**config.mk**
```make
export PLATFORM = sky130hd
export DESIGN_NAME = ifetch_req_ctrl
export DESIGN_NICKNAME = d
export VERILOG_FILES = /design/src/rtl/ifetch_req_ctrl.sv
export SDC_FILE = /design/constraint.sdc
export NUM_CORES = 1
export LEC_CHECK = 0
export BUFFER_PORTS_ARGS = -buffer_cell sky130_fd_sc_hd__buf_2
export CORE_MARGIN = 1.5
export CORE_UTILIZATION = 43
export CTS_BUF_LIST = sky130_fd_sc_hd__clkbuf_4 sky130_fd_sc_hd__clkbuf_8 sky130_fd_sc_hd__clkbuf_16
export DETAILED_ROUTE_END_ITERATION = 6
export HOLD_SLACK_MARGIN = 0.08
export PLACE_DENSITY = 0.78
export SYNTH_ARGS = -nofsm -noshare
export SYNTH_HDL_FRONTEND = slang
export SYNTH_SLANG_ARGS = --single-unit
```
**constraint.sdc**
```tcl
create_clock -name clk -period 1.7 [get_ports clk]
set_input_delay 0.17 -clock clk [delete_from_list [all_inputs] [get_ports clk]]
set_output_delay 0.17 -clock clk [all_outputs]
set_load 0.05 [all_outputs]
```
**src/rtl/ifetch_req_ctrl.sv**
```systemverilog
// ifetch_req_ctrl
//   Pre-IF fetch sequencer. Sits between the next-PC mux and the IF stage and
//   drives a SRAM-like instruction bus (req / addr_ok / data_ok). It owns the
//   fetch PC and keeps at most one live request on the bus. The returned
//   instruction is buffered until IF takes it. Requests that a redirect has
//   killed are counted, so their late responses can be recognised and dropped.
//
// Parameters
//   RESET_PC  fetch PC after reset
//   CANCEL_W  width of the cancelled-response counter; up to 2**CANCEL_W-1
//             killed responses may be in flight
//
// Ports
//   clk, resetn        clock, synchronous active-low reset
//   inst_sram_req      request valid
//   inst_sram_wr       always 0 (read-only bus)
//   inst_sram_size     always 2'b10 (word)
//   inst_sram_addr     request address (the fetch PC)
//   inst_sram_addr_ok  request accepted this cycle
//   inst_sram_data_ok  response valid this cycle (in order)
//   inst_sram_rdata    response data
//   redirect_valid     flush/branch redirect; wins over every other event
//   redirect_pc        new fetch target
//   fs_allowin         IF accepts the buffered instruction this cycle
//   fs_valid           buffered instruction valid
//   fs_pc, fs_inst     PC and instruction of the buffered entry
//   perf_fetch_cnt     delivered instructions
//   perf_stall_cnt     cycles with req=1 and addr_ok=0
//
// Build option
//   IFETCH_PERF_EN  when defined, the two perf counters are real 32-bit
//                   wrapping counters. Otherwise the ports are tied to zero.

module ifetch_req_ctrl #(
  parameter logic [31:0] RESET_PC = 32'h1c000000,
  parameter int          CANCEL_W = 2
) (
  input  logic        clk,
  input  logic        resetn,
  output logic        inst_sram_req,
  output logic        inst_sram_wr,
  output logic [1:0]  inst_sram_size,
  output logic [31:0] inst_sram_addr,
  input  logic        inst_sram_addr_ok,
  input  logic        inst_sram_data_ok,
  input  logic [31:0] inst_sram_rdata,
  input  logic        redirect_valid,
  input  logic [31:0] redirect_pc,
  input  logic        fs_allowin,
  output logic        fs_valid,
  output logic [31:0] fs_pc,
  output logic [31:0] fs_inst,
  output logic [31:0] perf_fetch_cnt,
  output logic [31:0] perf_stall_cnt
);

  typedef enum logic [1:0] {
    S_IDLE = 2'd0,
    S_REQ  = 2'd1,
    S_WAIT = 2'd2,
    S_HOLD = 2'd3
  } state_t;

  localparam logic [CANCEL_W-1:0] CANCEL_MAX = '1;
  localparam logic [CANCEL_W-1:0] CANCEL_ONE = CANCEL_W'(1);

  state_t              state, state_nxt;
  logic [31:0]         fetch_pc, fetch_pc_nxt;
  logic [CANCEL_W-1:0] cancel_cnt, cancel_cnt_nxt;
  logic                accept;
  logic                cancel_inc;
  logic                cancel_dec;
  logic                capture;

  assign inst_sram_wr   = 1'b0;
  assign inst_sram_size = 2'b10;
  assign inst_sram_addr = fetch_pc;

  always_comb begin
    state_nxt     = state;
    fetch_pc_nxt  = fetch_pc;
    cancel_inc    = 1'b0;
    capture       = 1'b0;
    inst_sram_req = 1'b0;
    fs_valid      = 1'b0;

    // A saturated cancel counter blocks new requests; otherwise a fresh
    // request could be killed with no room left to record it.
    if (state == S_REQ) begin
      inst_sram_req = (cancel_cnt != CANCEL_MAX);
    end
    if (state == S_HOLD) begin
      fs_valid = ~redirect_valid;
    end

    accept = inst_sram_req & inst_sram_addr_ok;
    // Responses arrive in order, so while killed requests are outstanding
    // every data_ok belongs to one of them.
    cancel_dec = inst_sram_data_ok & (cancel_cnt != '0);

    case (state)
      S_IDLE: begin
        state_nxt = S_REQ;
        if (redirect_valid) begin
          fetch_pc_nxt = redirect_pc;
        end
      end
      S_REQ: begin
        if (redirect_valid) begin
          fetch_pc_nxt = redirect_pc;
          cancel_inc   = accept;
        end else if (accept) begin
          state_nxt = S_WAIT;
        end
      end
      S_WAIT: begin
        if (redirect_valid) begin
          fetch_pc_nxt = redirect_pc;
          state_nxt    = S_REQ;
          // The live response is killed. If it returns in this same cycle it
          // is simply dropped; otherwise it still has to be counted.
          cancel_inc   = ~(inst_sram_data_ok & (cancel_cnt == '0));
        end else if (inst_sram_data_ok && (cancel_cnt == '0)) begin
          capture   = 1'b1;
          state_nxt = S_HOLD;
        end
      end
      S_HOLD: begin
        if (redirect_valid) begin
          fetch_pc_nxt = redirect_pc;
          state_nxt    = S_REQ;
        end else if (fs_allowin) begin
          fetch_pc_nxt = fs_pc + 32'd4;
          state_nxt    = S_REQ;
        end
      end
      default: begin
        state_nxt = S_IDLE;
      end
    endcase

    cancel_cnt_nxt = cancel_cnt;
    if (cancel_inc && !cancel_dec) begin
      cancel_cnt_nxt = cancel_cnt + CANCEL_ONE;
    end else if (!cancel_inc && cancel_dec) begin
      cancel_cnt_nxt = cancel_cnt - CANCEL_ONE;
    end
  end

  always_ff @(posedge clk) begin
    if (!resetn) begin
      state      <= S_IDLE;
      fetch_pc   <= RESET_PC;
      cancel_cnt <= '0;
      fs_pc      <= RESET_PC;
      fs_inst    <= '0;
    end else begin
      state      <= state_nxt;
      fetch_pc   <= fetch_pc_nxt;
      cancel_cnt <= cancel_cnt_nxt;
      if (capture) begin
        fs_pc   <= fetch_pc;
        fs_inst <= inst_sram_rdata;
      end
    end
  end

`ifdef IFETCH_PERF_EN
  logic perf_fetch_inc;
  logic perf_stall_inc;

  assign perf_fetch_inc = (state == S_HOLD) & fs_allowin & ~redirect_valid;
  assign perf_stall_inc = inst_sram_req & ~inst_sram_addr_ok;

  always_ff @(posedge clk) begin
    if (!resetn) begin
      perf_fetch_cnt <= '0;
      perf_stall_cnt <= '0;
    end else begin
      if (perf_fetch_inc) begin
        perf_fetch_cnt <= perf_fetch_cnt + 32'd1;
      end
      if (perf_stall_inc) begin
        perf_stall_cnt <= perf_stall_cnt + 32'd1;
      end
    end
  end
`else
  assign perf_fetch_cnt = 32'b0;
  assign perf_stall_cnt = 32'b0;
`endif

endmodule
```
* Word-level counts from Yosys, hierarchy flattened
Index checks and enable logic that the tools add are counted.
** Word-level totals
- Register bits after elaboration :: 100
- Bits of input ports :: 70
- Output and inout bits :: 165
- Word-level logic and storage cells :: 55
** Cells by class
- Add/subtract/negate cells :: 3
- Eq/ne operators :: 9
- Muxes and demuxes :: 21
- Bitwise logic cells :: 5
- Reduce and logical (&&, ||, !) cells :: 12
** Operator list (number)
- $mux 32 :: 3
- $pmux 32 s2 :: 1
- $add 32x3->32 const B :: 1
- $mux 2 :: 8
- $pmux 2 s4 :: 1
- $mux 1 :: 7
- $ne 2x2->1 const B :: 3
- $ne 3x3->1 const B :: 2
- $eq 2x2->1 const B :: 2
- $logic_not 2->1 :: 2
- $reduce_and 4->1 :: 1
- $reduce_bool 2->1 :: 2
- $and 1x1->1 :: 3
- $logic_and 1x1->1 :: 3
- $reduce_or 3->1 :: 1
- $add 2x1->2 const B :: 1
- $eq 2x1->1 const B :: 1
- $logic_not 1->1 :: 2
- $ne 2x1->1 const B :: 1
- $not 1->1 :: 2
- $pmux 1 s2 :: 1
- $reduce_and 2->1 :: 1
- $sub 2x1->2 const B :: 1

* Logic depth before layout (Yosys ltp)
Gate-level depths: netlist of run 1.
- Word-level depth :: 9
- Mapped depth :: 9
- Mapped depth without buffers :: 9

* Worst setup path before layout of run 1
No wires, ideal clock.
- Path type :: reg-to-reg
- Start point :: register fs_pc[2]
- End point :: register fetch_pc[22] (netlist: inst_sram_addr[22])
- Setup time :: 0.070 ns
- Data arrival time :: 2.063 ns
- Required time :: 1.630 ns
- Path slack :: -0.433 ns
- Cell stages (with the launch flop) :: 7
- Cells stage by stage :: dfxtp_1 ha_1 nand4_4 nor4_4 nand3_1 xor2_1 a21oi_1
** On the way
- Word-level cells in the longest chain between the ends :: 4
** Ends and longest elaborated chain
- start: declaration :: line 51 : output logic [31:0] fs_pc,
- start signal: assignment :: line 162 : fs_pc <= fetch_pc;
- $add 32x3->32 :: line 133 : fetch_pc_nxt = fs_pc + 32'd4;
- $mux 32 :: line 132 : end else if (fs_allowin) begin
- $mux 32 :: line 129 : if (redirect_valid) begin
- $pmux 32 s2 :: line 101 : case (state)
- end signal: assignment :: line 159 : fetch_pc <= fetch_pc_nxt;
- end: declaration :: line 68 : logic [31:0] fetch_pc, fetch_pc_nxt;
Every way passes these cells. The select of a mux whose other input is x is not followed.
A chain may end at the register's enable or synchronous reset.

* Worst setup path in the final report of run 1
- Start point :: register cancel_cnt[0]
- End point :: register fs_pc[16]
** On the way
- Word-level cells in the longest chain between the ends :: 5
** Ends and longest elaborated chain
- start: declaration :: line 69 : logic [CANCEL_W-1:0] cancel_cnt, cancel_cnt_nxt;
- start signal: assignment :: line 160 : cancel_cnt <= cancel_cnt_nxt;
- $logic_not 2->1 :: line 123 : end else if (inst_sram_data_ok && (cancel_cnt == '0)) begin
- $logic_and 1x1->1 :: line 123
- $mux 1 :: line 123
- $mux 1 :: line 117 : if (redirect_valid) begin
- $mux 1 :: line 101
Every way passes these cells.

==> metrics, run 1 <==
area delta synth->final=36.2%; share of flip-flops with an asynchronous set or reset=0%; Reg-to-Reg Start=cancel_cnt[0]; final setup fails=71; Clock Skews=0.00727 ns; WL per Instance=15.2 um; gr ovfl total=0; initial antenna violation count=0; top-area cell type share of the netlist area=39.5%; failing checks=negative setup slack; setup total negative slack=-9.20 ns; final worst path period share=112%; placed cell count=949; final cell count without fillers=1003; crit path kind=flip-flop to flip-flop; CP arrival=2.17 ns; Initial Util=44.2%; via count=5084; FF+latch count, synth=100; Ant. Diodes=0; DR pass1 iterations=7; CP max FO=26; CTS tree=yes; Core ar.=0.0115 sq mm; post-route ant nets=0; largest net degree at the start of global routing=54; CTS root buf=clkbuf_16; final critical-path required period=1.90 ns; clock slew at reported path FFs=0.07 ns; final hold vios=0; Port Buffers=167; number of vias per cell=5.07; number of synthesis warnings=0; sequential fraction of the synthesis area=39.5%; H-tree depth=3; Register-to-Register Setup Slack=-0.20 ns; min-delay src=inst_sram_rdata[10]; chip height=112 um; top_reg_cell synth=dfxtp_1; number of DRC markers in iteration 0=418; Area contributors post-synth=dfxtp_1 (40%), nand2_1 (12%), buf_4 (11%); worst slack at placement=-0.151 ns; Synth Instances=643; Post-synth top cells=nand2_1 (164), dfxtp_1 (100), a21oi_1 (78), buf_4 (72), nand3_1 (33); CP max stage cell=or3b_4; fmax=526 MHz; R2R cell count=8; Reg area=0.00204 sq mm; Hold Path End=fs_inst[10]; multi-input logic area=0.00264 sq mm; Rows=39; CP Cell Sequence=or3b_4 -> buf_4 -> buf_6 -> nor3b_4 -> buf_6 -> clkbuf_16 -> nand2_1 -> a21oi_1; LEAKAGE=3.14 nW; number of global-route vias before repair=4594; worst vdd ir=0.493 mV; first-pass GRT wire length=23.0 mm; WHS=0.0888 ns; RSZ-0062 raised after global routing=yes; count leader, synth=nand2_1; syn_area_per_cell=7.88 sq um; cell taking the most area after synthesis=dfxtp_1; Crit path top cell by count=buf_6; total power=0.00594 W; max-cap violations=0; Total GRT Usage=22.6%; worst setup margin=-0.200 ns; DRT Wirelength=15.3 mm; Die X=112 um; critical path data required time=1.97 ns; Distinct cells, synth=52; final slew viol count=0; Bufs on Longest Clock Path=2; Hold WC Path Type=input pin to flip-flop; Die ar.=0.0124 sq mm; Residual DRC=0; layout cells sized above 1=34.1%; Crit. End Element=flip-flop; Boundary Pins=235; Total Nets Final=931; Max stage delay on crit path=0.41 ns; Filler cells=1010; Detailed Place HPWL=9.64 mm; CTS Sinks=100; hold depth=3; Post-synth EDFFs=0; element type at the critical path start=flip-flop; GPL Wtd Cong=0.831; PD cells=861 mW/mm^2; Synth Cell Area=0.00507 sq mm; status=finished, violations left; Worst R2R End=fs_pc[16]; clk_lat worst skew=0.34 ns; total CTS buffers=9
-- metrics by stage --
stage / cell area [sq um] / util (%)
finish: 6900 / 60.2
detailed placement: 6020 / 52.5
global route: 6900 / 60.2
floorplan: 5380 / -
CTS: 6680 / 58.2
global placement: 6020 / 52.5
-- placed cells by master (no fill, tap or decap), types with 9 or more instances in the layout --
| cell | Yosys | final |
|---|---|---|
| xor2_1 | 21 | 21 |
| nor2_1 | 18 | 18 |
| and3_1 | 10 | 9 |
| conb_1 | 2 | 67 |
| nand3_1 | 33 | 32 |
| buf_2 | 8 | 166 |
| nand4_1 | 9 | 9 |
| dfxtp_2 | 0 | 24 |
| a21oi_2 | 0 | 10 |
| nand2_1 | 164 | 159 |
| dlygate4sd3_1 | 0 | 29 |
| o21ai_0 | 15 | 14 |
| dfxtp_1 | 100 | 73 |
| a21oi_1 | 78 | 68 |
| clkbuf_16 | 0 | 12 |
| buf_4 | 72 | 28 |
-- layout make-up --
type,instances,share of cell area [%]
tap,143,2.59
inverter,10,0.544
clock buffer,12,3.59
multi-input combinational,492,38.3
clock inverter,4,1.41
sequential,100,29.6
timing repair buffer,242,23.9
-- power by group --
group | switching, W | internal (W)
sequential | 0.0000597 | 0.00241
clock | 0.000866 | 0.00149
combinational | 0.000786 | 0.000326
total | 0.00171 | 0.00423
-- timing repair --
item | CTS | global route
endpoints found under the hold margin | 29 | 0
setup buffers | 0 | 4
pin swaps | 1 | 5
endpoints found under the setup margin | 73 | 92
gates resized for setup | 9 | 24
gates cloned | 0 | 6
hold buffers | 29 | 0
-- flip-flops by register name (all words and copies together) (netlist names) --
register,count
fs_inst,32
fs_pc,32
inst_sram_addr,32
cancel_cnt,2
state,2
-- layer usage --
| layer | vias up | part of all wire (%) | global-route usage (%) |
|---|---|---|---|
| met5 | - | 0 | 0 |
| met4 | 0 | 1.9 | 7.68 |
| met3 | 20 | 6.9 | 3.48 |
| met2 | 232 | 48 | 38.2 |
| met1 | 2365 | 43 | 29.6 |
| li1 | 2467 | - | - |
-- cell families (layout without fill, tap and decap cells) --
family,count (synthesis),after routing,share of synthesized area (%)
flip-flops,100,100,39.5
AND/OR/NAND/NOR,261,261,23.7
other,2,67,0.148
buffers and inverters,116,268,15.3
AO/OA/AOI/OAI,131,131,15.1
adder cells (fa/ha/maj),6,6,1.48
multiplexers,1,1,0.198
XOR/XNOR,26,26,4.49
-- critical path, delay by kind of cell (launching register included) --
| kind | cells | cell delay [ns] |
|---|---|---|
| and+or+nand+nor | 3 | 0.72 |
| AOI/OAI and AO/OA | 1 | 0.11 |
| DFF | 1 | 0.33 |
| buffers and inverters | 4 | 0.65 |
-- worst max-delay path by stage --
stage | start | to | slack (ns) | cells past startpoint
3_3_place_gp | state[0] | cancel_cnt[1] | -0.1 | 7
4_1_cts | cancel_cnt[1] | cancel_cnt[1] | -0.15 | 8
2_1_floorplan | cancel_cnt[0] | cancel_cnt[1] | -0.06 | 8
5_1_grt | cancel_cnt[0] | fs_inst[12] | -0.28 | 8
6_report | cancel_cnt[0] | fs_pc[16] | -0.20 | 8
3_5_place_dp | state[0] | cancel_cnt[1] | -0.15 | 7
Note: power is estimated with default switching activity, not from simulation.
==> inputs of run 2 (changes only) <==
SKIP_CTS_REPAIR_TIMING = 1   (was not set)
==> metrics, run 2 (synthesis results as in run 1) <==
final slew viol count=0; most frequent cells in the layout=buf_2 (166), nand2_1 (156), dfxtp_1 (73); Rows=39; number of vias per cell=5.07; Crit. End Element=flip-flop; element type at the critical path start=flip-flop; R2R cell count=8; fmax=534 MHz; max-cap violations=0; first-pass GRT wire length=21.7 mm; gr ovfl total=0; Reg-to-Reg Start=cancel_cnt[0]; layout cells sized above 1=36.8%; Initial Util=44.2%; final worst path period share=110%; clk_lat worst skew=0.35 ns; final hold vios=0; Boundary Pins=235; largest net degree at the start of global routing=54; GPL Wtd Cong=0.831; multi-input logic area=0.00271 sq mm; Bufs on Longest Clock Path=2; Detailed Place HPWL=9.64 mm; final cell count without fillers=991; CTS root buf=clkbuf_16; Register-to-Register Setup Slack=-0.17 ns; number of DRC markers in iteration 0=403; Total Nets Final=919; WL per Instance=15.4 um; Hold Path End=fs_inst[24]; Worst R2R End=fs_pc[7]; Die X=112 um; PD cells=861 mW/mm^2; number of global-route vias before repair=4386; CTS tree=yes; Hold WC Path Type=input pin to flip-flop; Core ar.=0.0115 sq mm; area delta synth->final=35.7%; Ant. Diodes=0; failing checks=negative setup slack; critical path data required time=1.97 ns; Total GRT Usage=21.3%; min-delay src=inst_sram_rdata[24]; worst vdd ir=0.493 mV; total CTS buffers=9; status=finished, violations left; chip height=112 um; total power=0.00592 W; RSZ-0062 raised after global routing=yes; DRT Wirelength=15.3 mm; final setup fails=65; CP max FO=7; placed cell count=949; crit path kind=flip-flop to flip-flop; via count=5029; H-tree depth=3; final critical-path required period=1.87 ns; Port Buffers=167; clock slew at reported path FFs=0.07 ns; CTS Sinks=100; CP arrival=2.15 ns; Filler cells=1027; Reg area=0.00205 sq mm; Clock Skews=0.00754 ns; Residual DRC=0; Util after Layout=60.0%; initial antenna violation count=0; DR pass1 iterations=5; LEAKAGE=3.10 nW; setup total negative slack=-7.77 ns; worst setup margin=-0.174 ns; hold depth=3; Die ar.=0.0124 sq mm; post-route ant nets=0; commonest non-fill, non-tap cell in the layout=buf_2
run 2: area by class of cell:
| class | instances | area share [%] |
|---|---|---|
| well taps | 143 | 2.60 |
| repair buffers | 230 | 22.6 |
| multi-input cells | 492 | 39.4 |
| flip-flops and latches | 100 | 29.7 |
| clock inverters | 4 | 1.42 |
| inverters | 10 | 0.546 |
| clock buffers | 12 | 3.60 |
run 2: power by group:
| part | switching [W] | internal, W | total (W) |
|---|---|---|---|
| Combinational | 0.000785 | 0.000309 | 0.00109 |
| Clock | 0.000866 | 0.00149 | 0.00235 |
| Sequential | 0.0000623 | 0.00241 | 0.00247 |
run 2: routing by layer:
| layer | global-route usage [%] | wire length [um] | up-vias | share of wire [%] |
|---|---|---|---|---|
| met5 | 0 | 0 | - | 0 |
| met4 | 7.43 | 251 | 0 | 1.6 |
| met3 | 3.43 | 1110 | 17 | 7.3 |
| met2 | 35.5 | 7230 | 235 | 47 |
| met1 | 28.2 | 6690 | 2333 | 44 |
| li1 | - | - | 2444 | - |
run 2: per-stage QoR:
step	setup WS [ns]	hold WS [ns]	area, sq um
floorplan	-0.0597	0.306	5380
global placement	-0.0968	0.413	6020
detailed placement	-0.151	0.421	6020
CTS	-0.163	0.0518	6360
global route	-0.251	0.0801	6880
finish	-0.174	0.0571	6880
run 2: worst max-delay path, stage by stage (launching register included):
cell and delay (ns):
dfxtp_2 0.33, or3b_4 0.41, buf_4 0.16, buf_6 0.11
nor3b_4 0.22, buf_6 0.20, clkbuf_16 0.18, nand2_1 0.07
a21oi_2 0.12
run 2: how the worst max path moves through the flow:
stage                         end          start  slack, ns
finish                   fs_pc[7]  cancel_cnt[0]      -0.17
global route          fs_inst[17]  cancel_cnt[0]      -0.25
CTS                 cancel_cnt[1]       state[0]      -0.16
detailed placement  cancel_cnt[1]       state[0]      -0.15
global placement    cancel_cnt[1]       state[0]       -0.1
floorplan           cancel_cnt[1]  cancel_cnt[0]      -0.06
